`src/rtl/ecc_pkg.sv`:
```
// ecc_pkg: shared types and constants for the ECC command sequencer.
//   op_e         - command opcodes written to CTRL
//   WIDTH_*      - CODEWORD_WIDTH codes
//   *_OFS        - register offsets from the ecc_enc_dec base address
//   seq_state_e  - command FSM states
//   apb_phase_e  - APB write-port phases
//   wr_kind_e    - which register a queued write targets
package ecc_pkg;

  typedef enum logic [1:0] {
    ENCODE       = 2'd0,
    DECODE       = 2'd1,
    FULL_CHANNEL = 2'd2
  } op_e;

  localparam logic [1:0] WIDTH_8  = 2'd0;
  localparam logic [1:0] WIDTH_16 = 2'd1;
  localparam logic [1:0] WIDTH_32 = 2'd2;

  localparam logic [7:0] CTRL_OFS    = 8'h00;
  localparam logic [7:0] DATA_IN_OFS = 8'h04;
  localparam logic [7:0] WIDTH_OFS   = 8'h08;
  localparam logic [7:0] NOISE_OFS   = 8'h0C;

  typedef enum logic [2:0] {
    IDLE,
    SETUP,
    ACCESS,
    WAIT_DONE,
    RESP
  } seq_state_e;

  typedef enum logic [1:0] {
    PH_IDLE,
    PH_SETUP,
    PH_ACCESS
  } apb_phase_e;

  typedef enum logic [1:0] {
    WR_DATA,
    WR_WIDTH,
    WR_NOISE,
    WR_CTRL
  } wr_kind_e;

  function automatic logic [7:0] reg_ofs(input wr_kind_e kind);
    case (kind)
      WR_DATA:  return DATA_IN_OFS;
      WR_WIDTH: return WIDTH_OFS;
      WR_NOISE: return NOISE_OFS;
      default:  return CTRL_OFS;
    endcase
  endfunction

endpackage

```
`src/rtl/ecc_apb_write_port.sv`:
```
// ecc_apb_write_port: runs one APB write (SETUP then ACCESS) per request.
//   clk, reset       - clock, asynchronous active-low reset
//   wr_req           - request a write; accepted when idle or in the ACCESS
//                      cycle of the previous write (back-to-back writes)
//   wr_addr, wr_data - address/data of the requested write
//   wr_done          - one-cycle pulse in the ACCESS cycle
//   PADDR..PWDATA    - APB master outputs; PADDR/PWDATA hold when idle
module ecc_apb_write_port
  import ecc_pkg::*;
#(
  parameter int AMBA_WORD       = 32,
  parameter int AMBA_ADDR_WIDTH = 20
) (
  input  logic                       clk,
  input  logic                       reset,
  input  logic                       wr_req,
  input  logic [AMBA_ADDR_WIDTH-1:0] wr_addr,
  input  logic [AMBA_WORD-1:0]       wr_data,
  output logic                       wr_done,
  output logic [AMBA_ADDR_WIDTH-1:0] PADDR,
  output logic                       PSEL,
  output logic                       PENABLE,
  output logic                       PWRITE,
  output logic [AMBA_WORD-1:0]       PWDATA
);

  apb_phase_e phase, phase_nxt;

  always_ff @(posedge clk or negedge reset) begin
    if (!reset) phase <= PH_IDLE;
    else        phase <= phase_nxt;
  end

  always_comb begin
    phase_nxt = phase;
    case (phase)
      PH_IDLE:   if (wr_req) phase_nxt = PH_SETUP;
      PH_SETUP:  phase_nxt = PH_ACCESS;
      PH_ACCESS: phase_nxt = wr_req ? PH_SETUP : PH_IDLE;
      default:   phase_nxt = PH_IDLE;
    endcase
  end

  // Address/data are loaded as the SETUP cycle begins and held until the
  // next request, so the bus keeps its last value while idle.
  always_ff @(posedge clk or negedge reset) begin
    if (!reset) begin
      PADDR  <= '0;
      PWDATA <= '0;
    end else if (wr_req && (phase != PH_SETUP)) begin
      PADDR  <= wr_addr;
      PWDATA <= wr_data;
    end
  end

  assign PSEL    = (phase != PH_IDLE);
  assign PENABLE = (phase == PH_ACCESS);
  assign PWRITE  = PSEL;
  assign wr_done = PENABLE;

endmodule

```
`src/rtl/ecc_cmd_sequencer.sv`:
```
// ecc_cmd_sequencer: APB master that drives ecc_enc_dec one command at a time.
//   clk, reset                  - clock, asynchronous active-low reset
//   cmd_valid/cmd_ready         - command handshake (op, width, data, noise)
//   PADDR/PSEL/PENABLE/PWRITE/PWDATA - APB write bus to the ECC block
//   data_out/operation_done/num_of_errors - ECC result interface
//   rsp_valid/rsp_ready         - response handshake (data, errors, timeout)
// Each command writes DATA_IN, optionally CODEWORD_WIDTH and NOISE (skipped
// when the shadowed value already matches), then CTRL, and waits up to
// TIMEOUT_CYCLES for operation_done.
module ecc_cmd_sequencer
  import ecc_pkg::*;
#(
  parameter int                         AMBA_WORD       = 32,
  parameter int                         AMBA_ADDR_WIDTH = 20,
  parameter logic [AMBA_ADDR_WIDTH-1:0] ECC_BASE        = '0,
  parameter int                         TIMEOUT_CYCLES  = 64
) (
  input  logic                       clk,
  input  logic                       reset,
  input  logic                       cmd_valid,
  output logic                       cmd_ready,
  input  logic [1:0]                 cmd_op,
  input  logic [1:0]                 cmd_width,
  input  logic [AMBA_WORD-1:0]       cmd_data,
  input  logic [AMBA_WORD-1:0]       cmd_noise,
  output logic [AMBA_ADDR_WIDTH-1:0] PADDR,
  output logic                       PSEL,
  output logic                       PENABLE,
  output logic                       PWRITE,
  output logic [AMBA_WORD-1:0]       PWDATA,
  input  logic [AMBA_WORD-1:0]       data_out,
  input  logic                       operation_done,
  input  logic [1:0]                 num_of_errors,
  output logic                       rsp_valid,
  input  logic                       rsp_ready,
  output logic [AMBA_WORD-1:0]       rsp_data,
  output logic [1:0]                 rsp_errors,
  output logic                       rsp_timeout
);

  localparam int CNT_W = $clog2(TIMEOUT_CYCLES + 1);

  seq_state_e state, state_nxt;

  logic [1:0]                 op_q;
  logic [1:0]                 width_q;
  logic [AMBA_WORD-1:0]       noise_q;
  logic [2:0]                 pend;        // writes still to issue: {ctrl, noise, width}
  wr_kind_e                   cur_kind;    // register targeted by the write on the bus
  wr_kind_e                   wr_kind;
  logic                       wr_req;
  logic                       wr_done;
  logic [AMBA_ADDR_WIDTH-1:0] wr_addr;
  logic [AMBA_WORD-1:0]       wr_data;
  logic                       width_vld;
  logic [1:0]                 width_shadow;
  logic                       noise_vld;
  logic [AMBA_WORD-1:0]       noise_shadow;
  logic [CNT_W-1:0]           tmo_cnt;
  logic                       tmo_hit;
  logic                       need_width;
  logic                       need_noise;
  logic                       cmd_take;

  function automatic wr_kind_e next_kind(input logic [2:0] p);
    if (p[0])      return WR_WIDTH;
    else if (p[1]) return WR_NOISE;
    else           return WR_CTRL;
  endfunction

  assign cmd_take   = (state == IDLE) && cmd_valid;
  assign need_width = !width_vld || (width_shadow != cmd_width);
  assign need_noise = (cmd_op == FULL_CHANNEL) &&
                      (!noise_vld || (noise_shadow != cmd_noise));
  // The 64th WAIT_DONE cycle sees tmo_cnt == TIMEOUT_CYCLES-1.
  assign tmo_hit    = (tmo_cnt == CNT_W'(TIMEOUT_CYCLES - 1));

  assign cmd_ready  = (state == IDLE);
  assign rsp_valid  = (state == RESP);

  // DATA_IN is issued straight from the command inputs in the handshake
  // cycle; everything later comes from the latched command.
  assign wr_addr = ECC_BASE + AMBA_ADDR_WIDTH'(reg_ofs(wr_kind));

  always_comb begin
    case (wr_kind)
      WR_DATA:  wr_data = cmd_data;
      WR_WIDTH: wr_data = AMBA_WORD'(width_q);
      WR_NOISE: wr_data = noise_q;
      default:  wr_data = AMBA_WORD'(op_q);
    endcase
  end

  always_ff @(posedge clk or negedge reset) begin
    if (!reset) state <= IDLE;
    else        state <= state_nxt;
  end

  always_comb begin
    state_nxt = state;
    wr_req    = 1'b0;
    wr_kind   = WR_DATA;
    case (state)
      IDLE: begin
        if (cmd_valid) begin
          state_nxt = SETUP;
          wr_req    = 1'b1;
          wr_kind   = WR_DATA;
        end
      end
      SETUP: state_nxt = ACCESS;
      ACCESS: begin
        if (wr_done) begin
          if (pend != '0) begin
            state_nxt = SETUP;
            wr_req    = 1'b1;
            wr_kind   = next_kind(pend);
          end else begin
            state_nxt = WAIT_DONE;
          end
        end
      end
      WAIT_DONE: if (operation_done || tmo_hit) state_nxt = RESP;
      RESP:      if (rsp_ready) state_nxt = IDLE;
      default:   state_nxt = IDLE;
    endcase
  end

  always_ff @(posedge clk or negedge reset) begin
    if (!reset) begin
      pend        <= '0;
      cur_kind    <= WR_DATA;
      width_vld   <= 1'b0;
      noise_vld   <= 1'b0;
      tmo_cnt     <= '0;
      rsp_data    <= '0;
      rsp_errors  <= '0;
      rsp_timeout <= 1'b0;
    end else begin
      if (cmd_take) begin
        pend <= {1'b1, need_noise, need_width};
      end else if ((state == ACCESS) && wr_req) begin
        case (wr_kind)
          WR_WIDTH: pend[0] <= 1'b0;
          WR_NOISE: pend[1] <= 1'b0;
          default:  pend[2] <= 1'b0;
        endcase
      end

      if (wr_req) cur_kind <= wr_kind;

      if (state == ACCESS) begin
        if (cur_kind == WR_WIDTH) width_vld <= 1'b1;
        if (cur_kind == WR_NOISE) noise_vld <= 1'b1;
      end

      if (state == WAIT_DONE)               tmo_cnt <= tmo_cnt + 1'b1;
      else if ((state == RESP) && rsp_ready) tmo_cnt <= '0;

      // A done pulse on the timeout cycle still counts as a completion.
      if (state == WAIT_DONE) begin
        if (operation_done) begin
          rsp_data    <= data_out;
          rsp_errors  <= num_of_errors;
          rsp_timeout <= 1'b0;
        end else if (tmo_hit) begin
          rsp_data    <= '0;
          rsp_errors  <= '0;
          rsp_timeout <= 1'b1;
        end
      end
    end
  end

  always_ff @(posedge clk) begin
    if (cmd_take) begin
      op_q    <= cmd_op;
      width_q <= cmd_width;
      noise_q <= cmd_noise;
    end
    if ((state == ACCESS) && (cur_kind == WR_WIDTH)) width_shadow <= width_q;
    if ((state == ACCESS) && (cur_kind == WR_NOISE)) noise_shadow <= noise_q;
  end

  ecc_apb_write_port #(
    .AMBA_WORD      (AMBA_WORD),
    .AMBA_ADDR_WIDTH(AMBA_ADDR_WIDTH)
  ) u_apb_wr (
    .clk    (clk),
    .reset  (reset),
    .wr_req (wr_req),
    .wr_addr(wr_addr),
    .wr_data(wr_data),
    .wr_done(wr_done),
    .PADDR  (PADDR),
    .PSEL   (PSEL),
    .PENABLE(PENABLE),
    .PWRITE (PWRITE),
    .PWDATA (PWDATA)
  );

endmodule

```
`config.mk`:
```
export PLATFORM = sky130hd
export DESIGN_NAME = ecc_cmd_sequencer
export DESIGN_NICKNAME = d
export VERILOG_FILES = /design/src/rtl/ecc_pkg.sv /design/src/rtl/ecc_apb_write_port.sv /design/src/rtl/ecc_cmd_sequencer.sv
export SDC_FILE = /design/constraint.sdc
export NUM_CORES = 1
export LEC_CHECK = 0
export ABC_CLOCK_PERIOD_IN_PS = 2280
export CAP_MARGIN = 20
export CORE_ASPECT_RATIO = 1.5
export CORE_MARGIN = 2
export CORE_UTILIZATION = 30
export CTS_BUF_LIST = sky130_fd_sc_hd__clkbuf_16
export DETAILED_ROUTE_END_ITERATION = 10
export PLACE_DENSITY = 0.67
export SLEW_MARGIN = 20
export SYNTH_ARGS = -nofsm -noshare
export SYNTH_HDL_FRONTEND = slang
export SYNTH_HIERARCHICAL = 1
export SYNTH_SLANG_ARGS = --single-unit
```
`constraint.sdc`:
```
create_clock -name clk -period 2.28 [get_ports clk]
set_input_delay 0.342 -clock clk [delete_from_list [all_inputs] [get_ports clk]]
set_output_delay 0.342 -clock clk [all_outputs]
set_load 0.1 [all_outputs]
```
==> results_dict.tcl, run 1 <==
set metrics [dict create \
    status "finished clean" \
    muxShareOfSynthArea_pct 10.7 \
    critPathMaxFanout 5 \
    async_flop_share_pct 60.2 \
    critPathKind "flip-flop to flip-flop" \
    worstRegToRegCells 7 \
    dieArea_sq_um 25900 \
    drv_slew 0 \
    rrSetupSlack_ps 100 \
    ctsRootBufferMaster "clkbuf_16" \
    final_common_cell "dfrtp_1" \
    fin_area_sq_um 10300 \
    drive_gt1_share_pct 31.5 \
    io_buffers 198 \
    crit_path_top_delay_cell "a222oi_1" \
    h-tree-depth 4 \
    drc_errors 0 \
    post-route-period-util_pct 95.8 \
    synthCells 487 \
    drt_iter0_markers 250 \
    maxCapViolations 0 \
    fin_crit_ps 2180 \
    placed_area_sq_um 9700 \
    ant_nets 0 \
    most-common-layout-cells "dfrtp_1, clkdlybuf4s50_1, buf_4, edfxtp_1, mux2_4" \
    cts_tree "built" \
    clockBufferDepth 2 \
    synth-seq-area-share_pct 64.3 \
    hp-class "primary input to async pin" \
    grt_max_degree 51 \
    num_vias 4769 \
    cp-endpoint "u_apb_wr/PWDATA[0]$_DFFE_PN0P_" \
    clk_pin_slew_ps 70 \
    start_util_pct 30.5 \
    crit_chain "and2b_4 > and4bb_4 > o21ai_2 > ha_2 > a222oi_1 > mux2i_1 > mux2_4" \
    regToRegEndpoint "u_apb_wr/PWDATA[0]$_DFFE_PN0P_" \
    timing.fmax_ghz 0.458 \
    synth_edf_count 70 \
    grt_usage_pct 14.4 \
    fp-row-count 70 \
    ys_seq_elements 176 \
    clock_skew_ps 8.36 \
    rsz0062_at_grt "no" \
    die_w_um 132 \
    fin_nets 826 \
    dp_hpwl_um 12700 \
    place_ws_ps 23.4 \
    synth_xor_area_share_pct 4.15 \
    numCtsBuffers 17 \
    synth_cell_types 56 \
    firstDrtPassIters 7 \
    post-cts-setup-buffer-count 0 \
    finalHoldViolations 0 \
    ys.flop_type "dfrtp_1" \
    synth_fa_ha_area_share_pct 0.847 \
    synth-simple-area-share_pct 6.28 \
    gr-total-overflow 0 \
    syn2layout_area_growth_pct 39.4 \
    worst_slack_ps 95.2 \
    required_ps 2600 \
    antenna_found_initial 2 \
    crit_path_max_incr_delay_ps 410 \
    die_height_um 196 \
    synth_top_area_share_pct 35.9 \
    grt_pass1_wl_um 28300 \
    crit_path_end_kind "flip-flop" \
    drt-total-wl_um 18200 \
    grt_pass1_vias 4931 \
    avgRoutedWirePerCell_um 17.3 \
    synth_area_sq_um 7390 \
    synth_compound_area_share_pct 9.65 \
    critPathLaunch "u_apb_wr/phase[0]$_DFFE_PN0P_" \
    gp_congestion 0.844 \
    coreArea_sq_um 24300 \
    io_pins 199 \
    syn_avg_cell_area_sq_um 15.2 \
    arrival_ps 2500 \
    clock_latency_ps 430 \
    setup_viol_count_final 0 \
    vias_per_cell 4.53 \
    r2r_start "u_apb_wr/phase[0]$_DFFE_PN0P_" \
    synth.area.top_cells "dfrtp_1, edfxtp_1, mux2_4" \
    numClockSinks 176 \
    yosys_warnings 6 \
    synth_top_area_cell "dfrtp_1" \
    start_kind "flip-flop" \
    synth_top_family_by_area "multiplexers" \
]
## layout make-up
cell class	instances	area, sq um
clock inverters	15	144
multi-input cells	290	2490
fillers	2266	14000
inverters	8	35.0
repair buffers	221	2040
diodes	2	5.00
flip-flops and latches	176	4750
clock buffers	17	425
well taps	324	405
## what timing repair did
action | 4_1_cts | 5_1_grt
hold endpoints to repair | 19 | 0
endpoints found under the setup margin | 0 | 30
hold buffers | 1 | 0
resized for setup | 0 | 4
## logic make-up (layout without fill, tap and decap cells)
family                   count (synthesis)  count (layout)
multiplexers                            54              54
other                                    1              20
flip-flops                             176             176
buffers and inverters                   38             261
XOR/XNOR                                35              35
AND/OR/NAND/NOR                         85              85
adder cells (fa/ha/maj)                  5               5
AO/OA/AOI/OAI                           93              93
## worst min-delay path by stage
stage	from	end	slack [ps]	depth (start not counted)
floorplan	reset	cur_kind[0]$_DFFE_PN0P_	50	0
global placement	reset	u_apb_wr/PWDATA[6]$_DFFE_PN0P_	280	1
detailed placement	reset	u_apb_wr/PWDATA[3]$_DFFE_PN0P_	280	1
CTS	reset	u_apb_wr/PWDATA[4]$_DFFE_PN0P_	360	2
global route	reset	u_apb_wr/PWDATA[11]$_DFFE_PN0P_	380	2
finish	reset	u_apb_wr/PWDATA[11]$_DFFE_PN0P_	360	2
## cell usage after synthesis, types with 6 or more instances
master and number:
nand4_1 9, mux2_4 50, edfxtp_1 70, inv_1 6
dfrtp_1 106, clkbuf_1 11, a22o_1 35, o21ai_0 11
nand2_1 11, buf_6 6, a22oi_1 30, nor2_1 34
xnor2_1 31
## critical path: cells and delay by family (launching register included)
kind                       cells  cell delay (ps)
AOI/OAI and AO/OA              2              490
adders and majority gates      1              220
DFF                            1              390
muxes                          2              410
and+or+nand+nor                2              560
## sequential cells by signal, indices dropped and copies added (netlist names), 3 cells and up
signal           cells
pend                 3
rsp_data            32
noise_shadow        32
u_apb_wr/PADDR      20
u_apb_wr/PWDATA     32
tmo_cnt              7
noise_q             32
state                3
## per-layer routing
metal  wire (um)  global-route usage, %  share of wire [%]
met1        7630                   17.6                 42
met2        9150                   23.4                 50
met3         987                   4.55                5.4
met4         387                   5.96                2.1
met5          16                      0              0.088
## through the flow
step	setup TNS (ps)	hold WS, ps	util [%]	cells
6_report	0	357	42.4	1053
5_1_grt	0	385	42.4	1052
4_1_cts	0	357	42.4	1051
3_5_place_dp	0	283	40.0	1018
3_3_place_gp	0	283	40.0	1018
2_1_floorplan	-4340	46.4	-	504
Power of run 1 is left out: the tool's default activity adds up to more than one toggle a clock period on the data nets, which glitch-free logic cannot reach.
==> run 2: changes to the inputs <==
--- a/config.mk
+++ b/config.mk
@@ -12,6 +12,7 @@
 export CORE_UTILIZATION = 30
 export CTS_BUF_LIST = sky130_fd_sc_hd__clkbuf_16
 export DETAILED_ROUTE_END_ITERATION = 10
+export HOLD_SLACK_MARGIN = 0.02
 export PLACE_DENSITY = 0.67
 export SLEW_MARGIN = 20
 export SYNTH_ARGS = -nofsm -noshare
==> results of run 2 <==
Same layout as run 1: the final DEF is identical, and so are final timing and power.
Power of run 2 is left out for the same reason.
==> run 3: changes to the inputs <==
--- a/config.mk
+++ b/config.mk
@@ -8,9 +8,9 @@
 export ABC_CLOCK_PERIOD_IN_PS = 2280
 export CAP_MARGIN = 20
 export CORE_ASPECT_RATIO = 1.5
-export CORE_MARGIN = 2
 export CORE_UTILIZATION = 30
 export CTS_BUF_LIST = sky130_fd_sc_hd__clkbuf_16
+export CTS_CLUSTER_DIAMETER = 100
 export DETAILED_ROUTE_END_ITERATION = 10
 export HOLD_SLACK_MARGIN = 0.02
 export PLACE_DENSITY = 0.67
==> results_dict.tcl, run 3 (synthesis gave the netlist of run 1 again) <==
set metrics [dict create \
    status "finished clean" \
    coreArea_sq_um 24300 \
    drt-total-wl_um 17900 \
    finalHoldViolations 0 \
    use_met3_pct 3.39 \
    fin_crit_ps 2130 \
    num_vias 4722 \
    fin_tns_setup_ps 0 \
    drc_errors 0 \
    antenna_found_initial 0 \
    numCtsBuffers 17 \
    clock_latency_ps 420 \
    setup_viol_count_final 0 \
    ctsRootBufferMaster "clkbuf_16" \
    io_pins 199 \
    drt_iter0_markers 214 \
    numClockSinks 176 \
    h-tree-depth 4 \
    maxCapViolations 0 \
    start_util_pct 30.5 \
    rsz0062_at_grt "no" \
    fin_nets 828 \
    cts_tree "built" \
    io_buffers 198 \
    slew_headroom_pct 61.8 \
    dp_hpwl_um 12700 \
    timing.fmax_ghz 0.469 \
    grt_pass1_wl_um 27700 \
    met2_usage_pct 24.7 \
    top_usage_layer "met2" \
    crit_path_end_kind "flip-flop" \
    start_kind "flip-flop" \
    syn2layout_area_growth_pct 39.0 \
    use_met1_pct 18.3 \
    post-route-period-util_pct 93.6 \
    fin_hold_ws_ps 449 \
    most-common-layout-cells "buf_4, dfrtp_1, clkdlybuf4s50_1, edfxtp_1, mux2_4" \
    vias_per_cell 4.48 \
    clock_skew_ps 7.60 \
    required_ps 2590 \
    fill_cells 2247 \
    antenna_cells 0 \
    critPathKind "flip-flop to flip-flop" \
    post-cts-setup-buffer-count 0 \
    ant_nets 0 \
    grt_usage_pct 14.7 \
    die_w_um 130 \
    clk_pin_slew_ps 70 \
    rrSetupSlack_ps 150 \
    gp_congestion 0.758 \
    post-route-util_pct 42.3 \
    gr-total-overflow 0 \
    arrival_ps 2450 \
    final_common_cell "buf_4" \
    grt_max_degree 49 \
    hp-class "primary input to async pin" \
    avgRoutedWirePerCell_um 17.0 \
    firstDrtPassIters 4 \
    critPathMaxFanout 5 \
    worstMarginPinSlew_ps 573 \
    grt_pass1_vias 4928 \
    die_height_um 194 \
    drv_slew 0 \
    clockBufferDepth 2 \
    drive_gt1_share_pct 31.6 \
    dieArea_sq_um 25300 \
    fp-row-count 70 \
]
## run 3: stage by stage
step	cells	area, sq um	worst slack (ps)
2_1_floorplan	504	7550	-173
3_3_place_gp	1020	9700	40.3
3_5_place_dp	1020	9700	32.7
4_1_cts	1053	10300	75.4
5_1_grt	1053	10300	18.7
6_report	1053	10300	146
## run 3: worst paths after layout
path                                          startpoint                               to  cells past startpoint
setup / recovery           u_apb_wr/phase[1]$_DFFE_PN0P_   u_apb_wr/PWDATA[0]$_DFFE_PN0P_                      8
hold / removal                                     reset  u_apb_wr/PWDATA[19]$_DFFE_PN0P_                      2
setup reg to reg           u_apb_wr/phase[1]$_DFFE_PN0P_   u_apb_wr/PWDATA[0]$_DFFE_PN0P_                      8
hold reg to reg                    noise_q[29]$_DFFE_PP_       noise_shadow[29]$_DFFE_PP_                      0
max in group asynchronous                          reset         rsp_data[27]$_DFFE_PN0P_                      3
min in group clk                   noise_q[29]$_DFFE_PP_       noise_shadow[29]$_DFFE_PP_                      0
## run 3: routing by layer
| metal | part of all wire, % | wire, um |
|---|---|---|
| met1 | 42 | 7440 |
| met2 | 51 | 9180 |
| met3 | 5.6 | 991 |
| met4 | 1.3 | 235 |
| met5 | 0 | 0 |
## run 3: cell type report
type | count | area (sq um) | area share [%]
repair buffers | 223 | 2050 | 19.9
inverters | 8 | 35.0 | 0.341
flip-flops and latches | 176 | 4750 | 46.3
multi-input cells | 290 | 2480 | 24.2
clock buffers | 17 | 425 | 4.14
clock inverters | 15 | 119 | 1.16
well taps | 324 | 405 | 3.95
## run 3: repair_timing
action / in CTS / in global routing
endpoints found under the hold margin: 35 / 0
hold buffers: 1 / 0
resized for setup: 0 / 4
endpoints found under the setup margin: 0 / 26
## run 3: critical path: stages, from the launching register on
cell	delay (ps)
dfrtp_1	410
and2b_4	190
and4bb_2	260
o21ai_1	110
inv_1	80
ha_1	230
a222oi_1	280
mux2i_1	150
mux2_4	290
Power of run 3 is left out for the same reason.
==> RTL change, RTL diff (settings of run 1) <==
Encoding of `wr_kind_e`: now one-hot (4 bits for 4 values).
--- a/src/rtl/ecc_pkg.sv
+++ b/src/rtl/ecc_pkg.sv
@@ -36,11 +36,11 @@
     PH_ACCESS
   } apb_phase_e;
 
-  typedef enum logic [1:0] {
-    WR_DATA,
-    WR_WIDTH,
-    WR_NOISE,
-    WR_CTRL
+  typedef enum logic [3:0] {
+    WR_DATA  = 4'b0001,
+    WR_WIDTH = 4'b0010,
+    WR_NOISE = 4'b0100,
+    WR_CTRL  = 4'b1000
   } wr_kind_e;
 
   function automatic logic [7:0] reg_ofs(input wr_kind_e kind);
Check against the original RTL: same outputs for any inputs over 10 cycles, from zero or initial values and one cycle with reset low; not proved beyond that.
==> RTL change against run 1 <==
- utilization about the same
- non-clock buffer count fell by 4
- wire length decreased by 4.1%
- first-iteration DRC count down 28%
- sequential cell count up 2
- synthesized cell count decreased by 2.3%
- design area up 0.36%
- setup slack gained 100 ps
- sequential share of layout area increased by 0.33 points
- area after synthesis grew 0.58%
Power is left out: the tool's default activity adds up to more than one toggle a clock period on the data nets, which glitch-free logic cannot reach.
==> RTL change: results (changes against run 1) <==
| Metric | Value |
|---|---|
| Status | complete, no violations |
| Ant. Diodes | 0 (-2) |
| Final HPWL DP | 12440 um (-2.2%) |
| Crit start category | register |
| Synth area leaders | dfrtp_1, edfxtp_1, mux2_4 |
| Clk_lat worst skew | about 420 ps |
| Clk buf depth | 2 (unchanged) |
| CTS Buf Count | 17 (unchanged) |
| Clk pin slew, worst setup/hold paths | 70 ps (about the same) |
| Critical Path Fanout Max | 34 (+29) |
| Initial drt markers | 181 (-28%) |
| Via count | 4639 (-2.7%) |
| First-pass GRT wire length | 27180 um (-3.9%) |
| Cell at the slowest stage of the critical path | dfrtp_1 |
| H-tree depth | 4 (unchanged) |
| Ratio of cells with drive above 1 in the final layout | 30.04% (-1.5 points) |
| Largest net degree at the start of global routing | 47 (-7.8%) |
| R2r worst-path depth | 7 (unchanged) |
| # fillers | 2279 (+0.57%) |
| Ys Warns | 6 (unchanged) |
| Post-CTS Setup Inserts | 0 (unchanged) |
| Slew @ Worst Pin | 548.7 ps |
| Number of global-route vias before repair | 4777 (-3.1%) |
| Synth cell types | 55 (-1.8%) |
| Final RePlAce weighted congestion | 0.7623 (-9.7%) |
| CP max stage delay | around 400 ps |
| Root Driver | clkbuf_16 |
| Post-synthesis sequential area ratio | 64.66% (+0.32 points) |
| Arrival @ worst endpoint | 2400 ps (-100 ps) |
| DRT Pass-1 Iters | 4 (-3) |
| Post-CTS sizing | 0 (unchanged) |
| Synth async-reset ratio | 60.67% (+0.45 points) |
| Buffers on Ports | 198 (unchanged) |
| Routed WL | 17420 um (-4.1%) |
| Most frequent cells after synthesis | dfrtp_1, edfxtp_1, a22o_1 |
| Initial antenna violation count | 0 (-2) |
| Setup Skew | 9.164 ps (+0.8052 ps) |
| Number of synthesized flops with an enable pin | 70 (unchanged) |
| Worst reg2reg setup slack | 200 ps (+100 ps) |
| Final #Nets | 804 (-2.7%) |
| Overall global routing resource usage | 13.53% (-0.85 points) |
| Dpl cell area | 9701 um2 (about the same) |
| Worst r2r src | u_apb_wr/phase[0] |
| Min-Delay Path Class | input pin to asynchronous set/reset pin |
[RTL change: per-stage QoR]
step	utilization [%]	worst slack, ps	hold WS, ps	std cells
CTS	42.45	189.2	462.3	1033
global route	42.45	52.12	463.7	1033
floorplan	-	-171.2	46.41	493
global placement	39.84	143.4	371.6	1000
finish	42.45	195.5	451.4	1033
detailed placement	39.84	122.4	381.7	1000
[RTL change: worst max-delay path: cells and delay by family, from the launching register on]
family | cells | cell delay [ps]
simple gates | 3 | 800
flops | 1 | 400
buf+inv | 2 | 400
mux | 1 | 260
compound gates | 1 | 100
[RTL change: logic make-up after synthesis]
kind of cell    after synthesis  synth area share [%]
compound gates               96                 10.61
fa+ha+maj                     1                0.1683
simple gates                 67                 5.370
mux                          56                 10.94
flops                       178                 64.66
xor+xnor                     37                 4.360
buf+inv                      40                 3.838
other cells                   1               0.05046
[RTL change: layout make-up]
cell class / instances / area [um2] / share of cell area [%]
clock buffer: 17 / 425.4 / 4.116
timing repair buffer: 217 / 2032 / 19.66
multi-input combinational: 275 / 2440 / 23.61
sequential: 178 / 4806 / 46.50
tap: 324 / 405.4 / 3.923
inverter: 7 / 27.53 / 0.2663
clock inverter: 15 / 198.9 / 1.925
[RTL change: routing by layer]
layer  global-route usage (%)  vias up  share of wire (%)
li1                         -     2191                  -
met1                    16.81     2295                 43
met2                    22.78      139                 51
met3                    3.729       14                4.9
met4                    4.421        0                1.1
met5                        0        -                  0
[RTL change: timing repair]
action,4_1_cts,5_1_grt
setup endpoints to repair,0,0
hold buffers,1,0
hold endpoints to repair,36,0
[RTL change: path summary, 6_finish.rpt]
| check | end |
|---|---|
| max reg2reg | u_apb_wr/PADDR[2] |
| min in group clk | noise_shadow[31] |
| min reg2reg | noise_shadow[31] |
| min | u_apb_wr/PADDR[10] |
| max | u_apb_wr/PADDR[2] |
| max in group asynchronous | cur_kind[1] |
